--- src/rtl/instruction_decode.sv ---
// instruction_decode: dedupes the fetch word stream, assembles two-word
// ShapeSet instructions and queues decoded instructions for execute.
// Optional statistics counters: define INSTRUCTION_DECODE_STATS_EN.

package instruction_decode_pkg;

  localparam int unsigned ITYPE_W = 3;
  localparam int unsigned ADDR_W  = 32;

  typedef enum logic [ITYPE_W-1:0] {
    opInvalid   = 3'd0,
    opShapeSet  = 3'd1,
    opCameraSet = 3'd2,
    opLightSet  = 3'd3,
    opRender    = 3'd4,
    opLoop      = 3'd5,
    opEnd       = 3'd6
  } instruction_type_e;

  typedef enum logic {
    fetchStall   = 1'b0,
    fetchDequeue = 1'b1
  } fetch_action_e;

endpackage

module instruction_decode
  import instruction_decode_pkg::*;
#(
  parameter int unsigned INSTRUCTION_WIDTH = 32,
  parameter int unsigned DEPTH             = 8
) (
  input  logic                         clk,
  input  logic                         rst,
  input  logic                         instruction_valid,
  input  logic [ADDR_W-1:0]            pc_in,
  input  logic [INSTRUCTION_WIDTH-1:0] inst,
  output logic                         action,
  output logic [ITYPE_W-1:0]           dIType,
  output logic                         out_valid,
  input  logic                         out_ready,
  output logic [ITYPE_W-1:0]           out_itype,
  output logic [ADDR_W-1:0]            out_pc,
  output logic [INSTRUCTION_WIDTH-1:0] out_header,
  output logic [INSTRUCTION_WIDTH-1:0] out_data,
  output logic                         halted,
  output logic                         err_overflow
`ifdef INSTRUCTION_DECODE_STATS_EN
  ,
  output logic [31:0]                  stat_decoded,
  output logic [31:0]                  stat_stall
`endif
);

  localparam int unsigned PTR_W = $clog2(DEPTH);
  localparam int unsigned CNT_W = PTR_W + 1;
  localparam logic [CNT_W-1:0] FULL_CNT   = CNT_W'(DEPTH);
  localparam logic [CNT_W-1:0] CREDIT_MAX = CNT_W'(DEPTH - 3);
  localparam logic [INSTRUCTION_WIDTH-1:0] LOOP_WORD = INSTRUCTION_WIDTH'(32'h0000_0600);

  typedef enum logic [1:0] {
    S_HEADER = 2'd0,
    S_DATA   = 2'd1,
    S_HALT   = 2'd2
  } state_e;

  logic [1:0] rst_sync;
  logic       rst_n;

  state_e                         state;
  logic [ADDR_W-1:0]              last_pc;
  logic                           last_pc_vld;
  logic [INSTRUCTION_WIDTH-1:0]   hdr_word;
  logic [ADDR_W-1:0]              hdr_pc;

  logic                           pend_vld;
  logic [ITYPE_W-1:0]             pend_itype;
  logic [ADDR_W-1:0]              pend_pc;
  logic [INSTRUCTION_WIDTH-1:0]   pend_header;
  logic [INSTRUCTION_WIDTH-1:0]   pend_data;

  logic [ITYPE_W-1:0]             mem_itype  [DEPTH];
  logic [ADDR_W-1:0]              mem_pc     [DEPTH];
  logic [INSTRUCTION_WIDTH-1:0]   mem_header [DEPTH];
  logic [INSTRUCTION_WIDTH-1:0]   mem_data   [DEPTH];
  logic [PTR_W-1:0]               wr_ptr;
  logic [PTR_W-1:0]               rd_ptr;
  logic [CNT_W-1:0]               count;

  instruction_type_e              cls_c;
  logic                           accept_c;
  logic                           halt_nxt_c;
  logic                           credit_ok_c;
  logic                           pop_c;
  logic                           wr_c;
  logic                           ovf_c;
  logic [CNT_W-1:0]               count_nxt_c;

  // Asynchronous assert, synchronous release of the internal reset
  always_ff @(posedge clk or negedge rst) begin
    if (!rst) rst_sync <= 2'b00;
    else      rst_sync <= {rst_sync[0], 1'b1};
  end

  assign rst_n = rst_sync[1];

  // Classify the incoming word as an instruction header
  always_comb begin
    cls_c = opInvalid;
    if (inst == '0) begin
      cls_c = opEnd;
    end else if (inst == LOOP_WORD) begin
      cls_c = opLoop;
    end else begin
      case (inst[2:0])
        3'd1:    cls_c = opShapeSet;
        3'd2:    cls_c = opCameraSet;
        3'd3:    cls_c = opLightSet;
        3'd4:    cls_c = opRender;
        default: cls_c = opInvalid;
      endcase
    end
  end

  assign accept_c    = instruction_valid && (state != S_HALT) &&
                       (!last_pc_vld || (pc_in != last_pc));
  assign halt_nxt_c  = (state == S_HALT) ||
                       (accept_c && (state == S_HEADER) && (cls_c == opEnd));
  assign credit_ok_c = (count <= CREDIT_MAX);

  // Assembler FSM, dedupe tracking, decode stage register and fetch feedback
  always_ff @(posedge clk or negedge rst_n) begin
    if (!rst_n) begin
      state       <= S_HEADER;
      last_pc     <= '0;
      last_pc_vld <= 1'b0;
      hdr_word    <= '0;
      hdr_pc      <= '0;
      pend_vld    <= 1'b0;
      pend_itype  <= '0;
      pend_pc     <= '0;
      pend_header <= '0;
      pend_data   <= '0;
      dIType      <= opRender;
      action      <= fetchStall;
      halted      <= 1'b0;
    end else begin
      pend_vld <= 1'b0;
      if (accept_c) begin
        last_pc     <= pc_in;
        last_pc_vld <= 1'b1;
        case (state)
          S_HEADER: begin
            case (cls_c)
              opShapeSet: begin
                hdr_word <= inst;
                hdr_pc   <= pc_in;
                state    <= S_DATA;
                dIType   <= opShapeSet;
              end
              opLoop: begin
                last_pc_vld <= 1'b0;
              end
              opEnd: begin
                pend_vld    <= 1'b1;
                pend_itype  <= opEnd;
                pend_pc     <= pc_in;
                pend_header <= inst;
                pend_data   <= '0;
                state       <= S_HALT;
                halted      <= 1'b1;
              end
              default: begin
                pend_vld    <= 1'b1;
                pend_itype  <= cls_c;
                pend_pc     <= pc_in;
                pend_header <= inst;
                pend_data   <= '0;
              end
            endcase
          end
          S_DATA: begin
            pend_vld    <= 1'b1;
            pend_itype  <= opShapeSet;
            pend_pc     <= hdr_pc;
            pend_header <= hdr_word;
            pend_data   <= inst;
            state       <= S_HEADER;
            dIType      <= opRender;
          end
          default: ;
        endcase
      end
      action <= (!halt_nxt_c && credit_ok_c) ? fetchDequeue : fetchStall;
    end
  end

  assign pop_c = out_valid && out_ready;
  assign wr_c  = pend_vld && ((count != FULL_CNT) || pop_c);
  assign ovf_c = pend_vld && (count == FULL_CNT) && !pop_c;

  // Occupancy after this edge's push/pop
  always_comb begin
    count_nxt_c = count;
    case ({wr_c, pop_c})
      2'b10:   count_nxt_c = count + CNT_W'(1);
      2'b01:   count_nxt_c = count - CNT_W'(1);
      default: count_nxt_c = count;
    endcase
  end

  // Decoded-instruction FIFO with first-word-fall-through head
  always_ff @(posedge clk or negedge rst_n) begin
    if (!rst_n) begin
      for (int i = 0; i < int'(DEPTH); i++) begin
        mem_itype[i]  <= '0;
        mem_pc[i]     <= '0;
        mem_header[i] <= '0;
        mem_data[i]   <= '0;
      end
      wr_ptr       <= '0;
      rd_ptr       <= '0;
      count        <= '0;
      out_valid    <= 1'b0;
      err_overflow <= 1'b0;
    end else begin
      if (wr_c) begin
        mem_itype[wr_ptr]  <= pend_itype;
        mem_pc[wr_ptr]     <= pend_pc;
        mem_header[wr_ptr] <= pend_header;
        mem_data[wr_ptr]   <= pend_data;
        wr_ptr             <= wr_ptr + PTR_W'(1);
      end
      if (pop_c) rd_ptr <= rd_ptr + PTR_W'(1);
      count     <= count_nxt_c;
      out_valid <= (count_nxt_c != '0);
      if (ovf_c) err_overflow <= 1'b1;
    end
  end

  assign out_itype  = mem_itype[rd_ptr];
  assign out_pc     = mem_pc[rd_ptr];
  assign out_header = mem_header[rd_ptr];
  assign out_data   = mem_data[rd_ptr];

`ifdef INSTRUCTION_DECODE_STATS_EN
  // Push count (saturating) and non-halt stall cycles, tracked with the action register
  always_ff @(posedge clk or negedge rst_n) begin
    if (!rst_n) begin
      stat_decoded <= '0;
      stat_stall   <= '0;
    end else begin
      if (wr_c && (stat_decoded != '1)) stat_decoded <= stat_decoded + 32'd1;
      if (!halt_nxt_c && !credit_ok_c)   stat_stall   <= stat_stall + 32'd1;
    end
  end
`endif

endmodule

--- config.mk ---
export PLATFORM = sky130hd
export DESIGN_NAME = instruction_decode
export DESIGN_NICKNAME = d
export VERILOG_FILES = /design/src/rtl/instruction_decode.sv
export SDC_FILE = /design/constraint.sdc
export NUM_CORES = 2
export LEC_CHECK = 0
export CAP_MARGIN = 20
export CORE_ASPECT_RATIO = 0.7
export CORE_MARGIN = 3
export CORE_UTILIZATION = 49
export CTS_CLUSTER_DIAMETER = 40
export DETAILED_ROUTE_END_ITERATION = 6
export PLACE_DENSITY = 0.68
export SLEW_MARGIN = 5
export SYNTH_ARGS = -nofsm -noshare
export SYNTH_HDL_FRONTEND = slang
export SYNTH_SLANG_ARGS = --single-unit
--- constraint.sdc ---
create_clock -name clk -period 35.6 [get_ports clk]
set_input_delay 7.12 -clock clk [delete_from_list [all_inputs] [get_ports clk]]
set_output_delay 7.12 -clock clk [all_outputs]
set_load 0.01 [all_outputs]
# After elaboration in Yosys (flattened, before gate mapping)
# Cells that the tools add are included.
# totals
reg_bits	1010
inputBits	68
output_inout_bits	106
# op_classes
addsub	4
n_lt_le_gt_ge	4
eq_ne	19
mux	42
n_bitwise	2
reduce_logical	26
# ops
op	count
$bwmux 256	3
$mux 32	10
$bmux 32 s3	3
$pmux 32 s2	3
$demux 32 s3	1
$eq 32x11->1 const B	1
$logic_not 32->1	1
$ne 32x32->1	1
$bwmux 24	1
$mux 3	6
$pmux 3 s2	3
$reduce_and 3->1	5
$pmux 3 s4	1
$logic_and 1x1->1	10
$bmux 3 s3	1
$demux 3 s3	1
$eq 3x3->1 const B	3
$ge 4x4->1 const B	2
$not 3->4	2
$pmux 2 s2	2
$pmux 4 s2	1
$add 3x1->3 const B	2
$eq 3x1->1 const B	2
$eq 3x2->1 const B	2
other kinds (19)	30

# Depth between registers and ports, before layout
# depth
ltp_word	10
depth_mapped	14
depth_no_buf	12

# Worst setup path before layout
# No wires, ideal clock.
# synth_timing
path_type	input to register
from	in out_ready
to	reg out_valid
setup_time_ns	0.139
arrival_ns	9.323
t_required_ns	35.461
path_slack_ns	26.138
cell_stages	14
n_path_buf	2
cell_sequence	nand2_1 -> nand3_1 -> and2_1 -> buf_2 -> inv_1 -> ha_1 -> clkbuf_1 -> xor2_1 -> ha_1 -> a21oi_1 -> xnor2_1 -> nand2b_1 -> xnor2_1 -> or4_1
# synth_between
elab_chain_cells	6
elab_cells_between_ends	7
classes_between	eq/ne: 2; mux: 1; reduce/logical: 4
# synth_lines
element	line	text
from (decl)	41	input logic out_ready,
$logic_and 1x1->1 (*)	198	assign pop_c = out_valid && out_ready;
$logic_or 1x1->1	199	assign wr_c = pend_vld && ((count != FULL_CNT) || pop_c);
$logic_and 1x1->1	199	
$eq 2x1->1 / $eq 2x2->1 (equally long branches)	205	case ({wr_c, pop_c})
$pmux 4 s2 (*)	205	
net count_nxt_c[2]	97	logic [CNT_W-1:0] count_nxt_c;
$reduce_bool 4->1 (*)	236	out_valid <= (count_nxt_c != '0);
to (signal assigned)	236	
to (decl)	40	output logic out_valid,
# The timed path passes the listed nets; every way through them passes the cells marked *.
# A chain may end at the register's enable or synchronous reset.

# Worst setup path after layout
# layout_timing
from	reg rd_ptr[0]
to	out out_header[7]
# layout_between
elab_chain_cells	4
# layout_lines
element	line	text
from (decl)	87	logic [PTR_W-1:0] rd_ptr;
from (signal assigned)	234	if (pop_c) rd_ptr <= rd_ptr + PTR_W'(1);
$not 3->4 (implied by the code)	243	assign out_header = mem_header[rd_ptr];
$bmux 32 s3	243	
$mux 32 (implied by the code) (2 in series)	243	
to (decl)	44	output logic [INSTRUCTION_WIDTH-1:0] out_header,
# No other way between the ends. The select of a mux whose other input is x is not followed.

==> Implementation_results.wiki <==
{| class="wikitable"
! Metric !! Value
|-
| Layout cell share with drive strength beyond 1 || 0.5300
|-
| Initial standard-cell utilization of the core || 0.4975
|-
| Termination of the worst setup path || out_header[7]
|-
| I/O Buffers || 172
|-
| Flip-flop and latch count after synthesis || 1009
|-
| Data arrival time of the critical path || 4.81 ns
|-
| Die outline area || 95700 sq um
|-
| Core Area || 90590 sq um
|-
| Switching part of the total power || 0.2946
|-
| R2r setup slk || 31.53 ns
|-
| Final period utilization || 0.3352
|-
| Number of cell instances on the worst register-to-register path || 5
|-
| Max H-tree Level || 3
|-
| GPL Wtd Cong || 0.7481
|-
| Die boundary width || 368.5 um
|-
| Relative slew slack || 0.2470
|-
| Num CTS Buffers || 121
|-
| Number of hold-repair buffers added at the cts stage || 0
|-
| Share of async-settable or async-resettable flops after synthesis || 1.000
|-
| Postcts setup bufs || 0
|-
| HPWL after detailed placement || 62760 um
|-
| Top-level I/O count || 174
|-
| Top achievable clock speed || 0.08380 GHz
|-
| Via density per instance || 5.846
|-
| Count of mapped cells out of synthesis || 2686
|-
| Element type at the critical path end || output pin
|-
| Routed length per placed instance || 25.69 um
|-
| Iteration count of the initial detailed-routing pass || 4
|-
| Later-pin clock latency in the skew report || 0.73 ns
|-
| Startpoint of the worst-slack reg-to-reg timing path || rst_sync[1]
|-
| Critical setup path kind || reg2out
|-
| Dominant cells by area after synthesis || dfrtp_1, mux2_2, mux4_2
|-
| Number of nets at the end of the flow || 2923
|-
| Std cell rows || 92
|-
| Synth-to-Final Area Change || 15.80%
|-
| Number of hold-slack violations in the final timing report || 0
|-
| Internal power of the cells || 3.383 mW
|-
| TritonCTS clock tree || yes
|-
| Number of setup violations in the final report || 0
|-
| Die outline height || 259.7 um
|-
| Count of routing violations after the opening detailed-route iteration || 1483
|-
| Largest net degree at the start of global routing || 187
|-
| Clk sinks || 1009
|-
| Failing checks || antenna violations
|-
| Final Skew || 0.02309 ns
|-
| Util after Layout || 0.5760
|-
| Remaining design rule violation count || 0
|-
| RR Endpoint || mem_data[183]
|-
| Setup TNS || 0 ns
|-
| Clock power share || 0.275
|-
| CTS Root Buffer Type || clkbuf_16
|-
| Source of the critical timing path || rd_ptr[0]
|-
| Post-Syn Area || 45070 sq um
|-
| # Max-Cap Violations || 0
|-
| Global-route wire length before repair || 167300 um
|-
| Remaining global-route overflow || 0
|-
| Run status || finished, violations left
|-
| Via count of the first global-routing pass || 27350
|-
| Number of nets with antenna violations after detailed routing || 1
|-
| Synthesized area per cell || 16.78 sq um
|-
| Slew at the pin with the worst max-slew slack || 1.129 ns
|-
| Antenna violations before repair || 9
|-
| Worst hold-check path type || reg2async
|-
| RSZ-0062 raised after global routing || no
|-
| Number of instances resized during post-cts repair || 0
|-
| Clock input transition at the sequential cells of the worst setup and hold paths || 0.06 ns
|-
| Sequential area share after synthesis || 0.5603
|-
| Dominant synthesized flop cell || dfrtp_1
|-
| Yosys top cell by area || dfrtp_1
|-
| Sequential cell fraction of total power || 0.388
|-
| Fraction of synthesized cell area taken by the top area cell type || 0.5597
|-
| Number of pins exceeding their max-slew limit in the final report || 0
|-
| Kind of launch point of the worst setup path || flip-flop
|-
| Leakage power figure || 23.16 nW
|-
| Top fanout value on the critical path || 43
|-
| Required @ worst endpoint || 28.48 ns
|-
| Yosys warning count || 0
|-
| Clock Path Buffers || 3
|-
| Net count after synthesis || 2759
|-
| Number of flops mapped to enable cells by yosys || 0
|-
| Largest voltage drop on the vdd net || 48.83 uV
|-
| Synth cell types || 51
|-
| Combinational share of power || 0.337
|-
| Ratio of total power to cell area || 91.91 nW/um^2
|-
| Switching power || 1.413 mW
|-
| Final period demand of the worst path || 11.93 ns
|-
| Global-route total usage across every layer || 0.2283
|-
| Overall routed net length || 107300 um
|-
| Detailed-route via count || 24420
|}
-- routing by layer --
metal | vias to the layer above | global-route usage | share of wire
met1 | 13360 | 0.3105 | 0.44
li1 | 10400 | - | -
met2 | 476 | 0.3728 | 0.49
met5 | - | 0 | 0.00047
met3 | 177 | 0.05023 | 0.048
met4 | 8 | 0.06343 | 0.025
-- layout make-up --
| type | count | area (sq um) |
|---|---|---|
| multi-input cells | 1493 | 18790 |
| well taps | 1222 | 1529 |
| fillers | 6818 | 38410 |
| inverters | 6 | 22.52 |
| clock buffers | 151 | 3354 |
| clock inverters | 69 | 996.0 |
| flip-flops and latches | 1009 | 25270 |
| repair buffers | 219 | 2205 |
| diodes | 8 | 20.02 |
-- placed cells by master, fill, tap and decap left out, drive strengths merged, types with 5 or more instances in the layout --
cell           instances
a21oi                  6
a22o                  32
buf                   47
bufinv                20
clkbuf               151
clkdlybuf4s50        172
clkinv                26
clkinvlp              14
dfrtp               1008
diode                  8
ha                     5
inv                   15
mux2                1115
mux4                 198
nand2                 16
nand2b                 5
nand3                  6
nor2                   8
nor4                  18
xnor2                  7
xor2                  35
-- cells in the mapped netlist (2+ instances only) --
cell,instances
inv_1,6
nor4_1,18
mux2_4,100
xnor2_1,7
nor2_1,7
nand4b_1,4
nor3_1,2
mux4_2,198
conb_1,2
buf_12,12
nand2b_1,4
or4_1,2
buf_6,3
nor3b_1,4
and2_1,3
nand3_1,4
xor2_1,35
buf_1,5
buf_2,92
nand4_1,3
nand3b_1,3
mux2_2,992
nand3_4,2
nand2_1,16
nor2b_1,3
mux2_1,23
a21oi_1,6
buf_4,10
a22o_1,32
dfrtp_1,1008
ha_1,5
clkbuf_1,55
a21o_1,2
-- cell families (layout without fill, tap and decap cells) --
logic type,Yosys count,after routing,share of synthesized area
DFF,1009,1009,0.5603
other,2,10,0.0001666
buffers and inverters,184,445,0.02379
AOI/OAI and AO/OA,50,50,0.009079
adders and majority gates,5,5,0.001388
and+or+nand+nor,80,80,0.01099
xor gates and xnor gates,42,42,0.008163
muxes,1314,1314,0.3861
-- power by group through the flow --
| stage | sequential (mW) | combinational, mW | clock (mW) |
|---|---|---|---|
| 6_report | 1.86 | 1.62 | 1.32 |
| 5_1_grt | 1.92 | 1.73 | 1.39 |
| 4_1_cts | 1.86 | 1.65 | 1.35 |
| 3_5_place_dp | 1.88 | 1.64 | 0 |
| 3_3_place_gp | 1.83 | 1.60 | 0 |
| 2_1_floorplan | 1.77 | 1.16 | 0 |
-- flip-flops by register name, summed over array words and instances (netlist names), 3 cells and up --
register     count
mem_header     256
count            4
mem_data       256
hdr_pc          32
wr_ptr           3
mem_itype       24
rd_ptr           3
mem_pc         256
last_pc         32
hdr_word        32
pend_itype       3
pend_header     32
pend_data       32
pend_pc         32
-- per-stage QoR --
step | worst slack, ns | cells | hold slack (ns) | total power [mW] | area, sq um
global placement | 24.30 | 3943 | 0.3406 | 3.428 | 47680
finish | 23.67 | 4177 | 0.3411 | 4.796 | 52190
floorplan | 5.394 | 2686 | 0.3312 | 2.931 | 45070
global route | 23.29 | 4170 | 0.3524 | 5.040 | 52170
CTS | 23.47 | 4164 | 0.3480 | 4.855 | 52040
detailed placement | 24.27 | 3944 | 0.3363 | 3.514 | 47690
-- worst min-delay path by stage --
stage,cells after the start,endpoint,slack [ns]
3_5_place_dp,0,rst_sync[1],0.34
6_report,0,rd_ptr[0],0.34
5_1_grt,0,rst_sync[1],0.35
3_3_place_gp,0,rst_sync[1],0.34
4_1_cts,0,rst_sync[1],0.35
2_1_floorplan,0,rst_sync[1],0.33
-- worst max-delay path, stage by stage (launching register included) --
cell             delay (ns)
dfrtp_4                0.96
buf_4                  0.85
buf_4                  0.77
mux4_2                 0.59
mux2_2                 0.28
clkdlybuf4s50_1        0.58
(Power assumes the default switching activity.)
==> variant (same settings) <==
The package constant `ADDR_W` goes from 32 to 28.
--- a/src/rtl/instruction_decode.sv
+++ b/src/rtl/instruction_decode.sv
@@ -6,5 +6,5 @@
 
   localparam int unsigned ITYPE_W = 3;
-  localparam int unsigned ADDR_W  = 32;
+  localparam int unsigned ADDR_W  = 28;
 
   typedef enum logic [ITYPE_W-1:0] {
Ports: changed (resized out_pc and pc_in); port bits go from 174 to 166. No check against the original RTL was run, so the function may have changed too.
==> variant against the original RTL <==
  * Setup slack gained 0.47 ns
  * Cell count is 0.86% lower
  * Hold slack improved by 0.014 ns
  * Wire length fell by 3.0%
  * Area after synthesis shrank 5.4%
  * Synthesized cell count is 3.1% higher
  * First-iteration DRC count is 15% higher
  * Highest routed layer unchanged
  * Sequential share of layout area increased by 0.52 points
  * Power is 5.7% lower
  * Sequential cell count decreased by 44
  * Die area decreased by 5.3%
  * Cell area fell by 5.4%
==> variant: results (changes against the original RTL) <==
proportion of layout cells with a drive suffix above 1 -> 46.0% (-7.1 points)
clock group power -> 1.23 mW (-7%)
Routed met2 length -> 50,800 um (-2.3%)
met1 WL -> 46,100 um (-2.6%)
internal power -> 3.16 mW (-6.5%)
LEAKAGE -> 21.3 nW (-7.9%)
HPWL after detailed placement -> 60,900 um (-3.0%)
met2 Usage GRT -> 38.3% (+1.0 points)
Sequential cell area -> 0.0242 mm2 (-4.4%)
DR pass1 iterations -> 5 (+1)
maximum number of pins on one net before global-route repair -> 182 (-2.7%)
number of global-route vias before repair -> 26,400 (-3.4%)
Total Routing Usage GR -> 23.4% (+0.54 points)
number of sequential storage elements -> 965 (-4.4%)
xor/xnor share of the synthesized area -> 0.780% (-0.036 points)
count of nets after finishing -> 2,974 (+1.7%)
DRC marker count from the first detailed-route iteration -> 1,704 (+15%)
post-placement worst setup slack -> 24.08 ns (-0.197 ns)
number of multi-input combinational cells -> 1,584 (+6.1%)
gpl congestion -> 0.778 (+4.1%)
total via count in the routed design -> 24,100 (-1.2%)
Clk Latency, worst-skew pair -> 0.67 ns (-0.06 ns)
cell types with the largest area share after synthesis -> sky130_fd_sc_hd__dfrtp_1 57%, sky130_fd_sc_hd__mux2_2 24%, sky130_fd_sc_hd__mux4_2 10%
slowest cell on the critical path -> sky130_fd_sc_hd__buf_4
cts bufs inserted -> 115 (-5.0%)
count of buffers inserted at the top-level ports -> 164 (-4.7%)
Layout clock buffers -> 137 (-9.3%)
outcome -> finished clean
area fraction in compound gates after synthesis -> 1.89% (+0.98 points)
net switching power of the design -> 1.36 mW (-3.6%)
Regs by FF count -> mem_data (256), mem_header (256), mem_pc (224)
count of plain and timing-repair buffers in the layout -> 202 (-7.8%)
number of unique standard cell types used by synthesis -> 49 (-3.9%)
delay contributed by the slowest stage of the critical path -> 0.94 ns (-0.02 ns)
IR Drop Worst-Case VDD -> 0.0000887 V (+82%)
syn_nets -> 2,837 (+2.8%)
met1 routing resource usage after global routing -> 32.7% (+1.6 points)
transition at the pin with the smallest max-transition slack -> 1.16 ns (+0.0328 ns)
cell types with the highest counts after synthesis -> 964 x sky130_fd_sc_hd__dfrtp_1, 903 x sky130_fd_sc_hd__mux2_2, 190 x sky130_fd_sc_hd__mux4_2, 180 x sky130_fd_sc_hd__nand2_1, 131 x sky130_fd_sc_hd__o21ai_0
[variant: cell types whose count changed after synthesis, moves of 32 or more]
cell,before,now
sky130_fd_sc_hd__mux2_2,992,903
sky130_fd_sc_hd__mux2_4,100,27
sky130_fd_sc_hd__dfrtp_1,1008,964
sky130_fd_sc_hd__nand2_1,16,180
sky130_fd_sc_hd__mux2i_1,1,33
sky130_fd_sc_hd__o21ai_0,1,131
[variant: path summary, 6_finish.rpt]
check	from	endpoint	slack, ns	cells after the start
setup reg to reg	count[1]	mem_header[152]	31.33	7
hold reg to reg	rst_sync[0]	rst_sync[1]	0.36	0
setup / recovery	rd_ptr[1]	out_data[11]	24.13	5
max in group asynchronous	rst	rst_sync[1]	28.85	1
min in group asynchronous	rst_sync[1]	out_valid	0.45	0
hold / removal	rst_sync[0]	rst_sync[1]	0.36	0
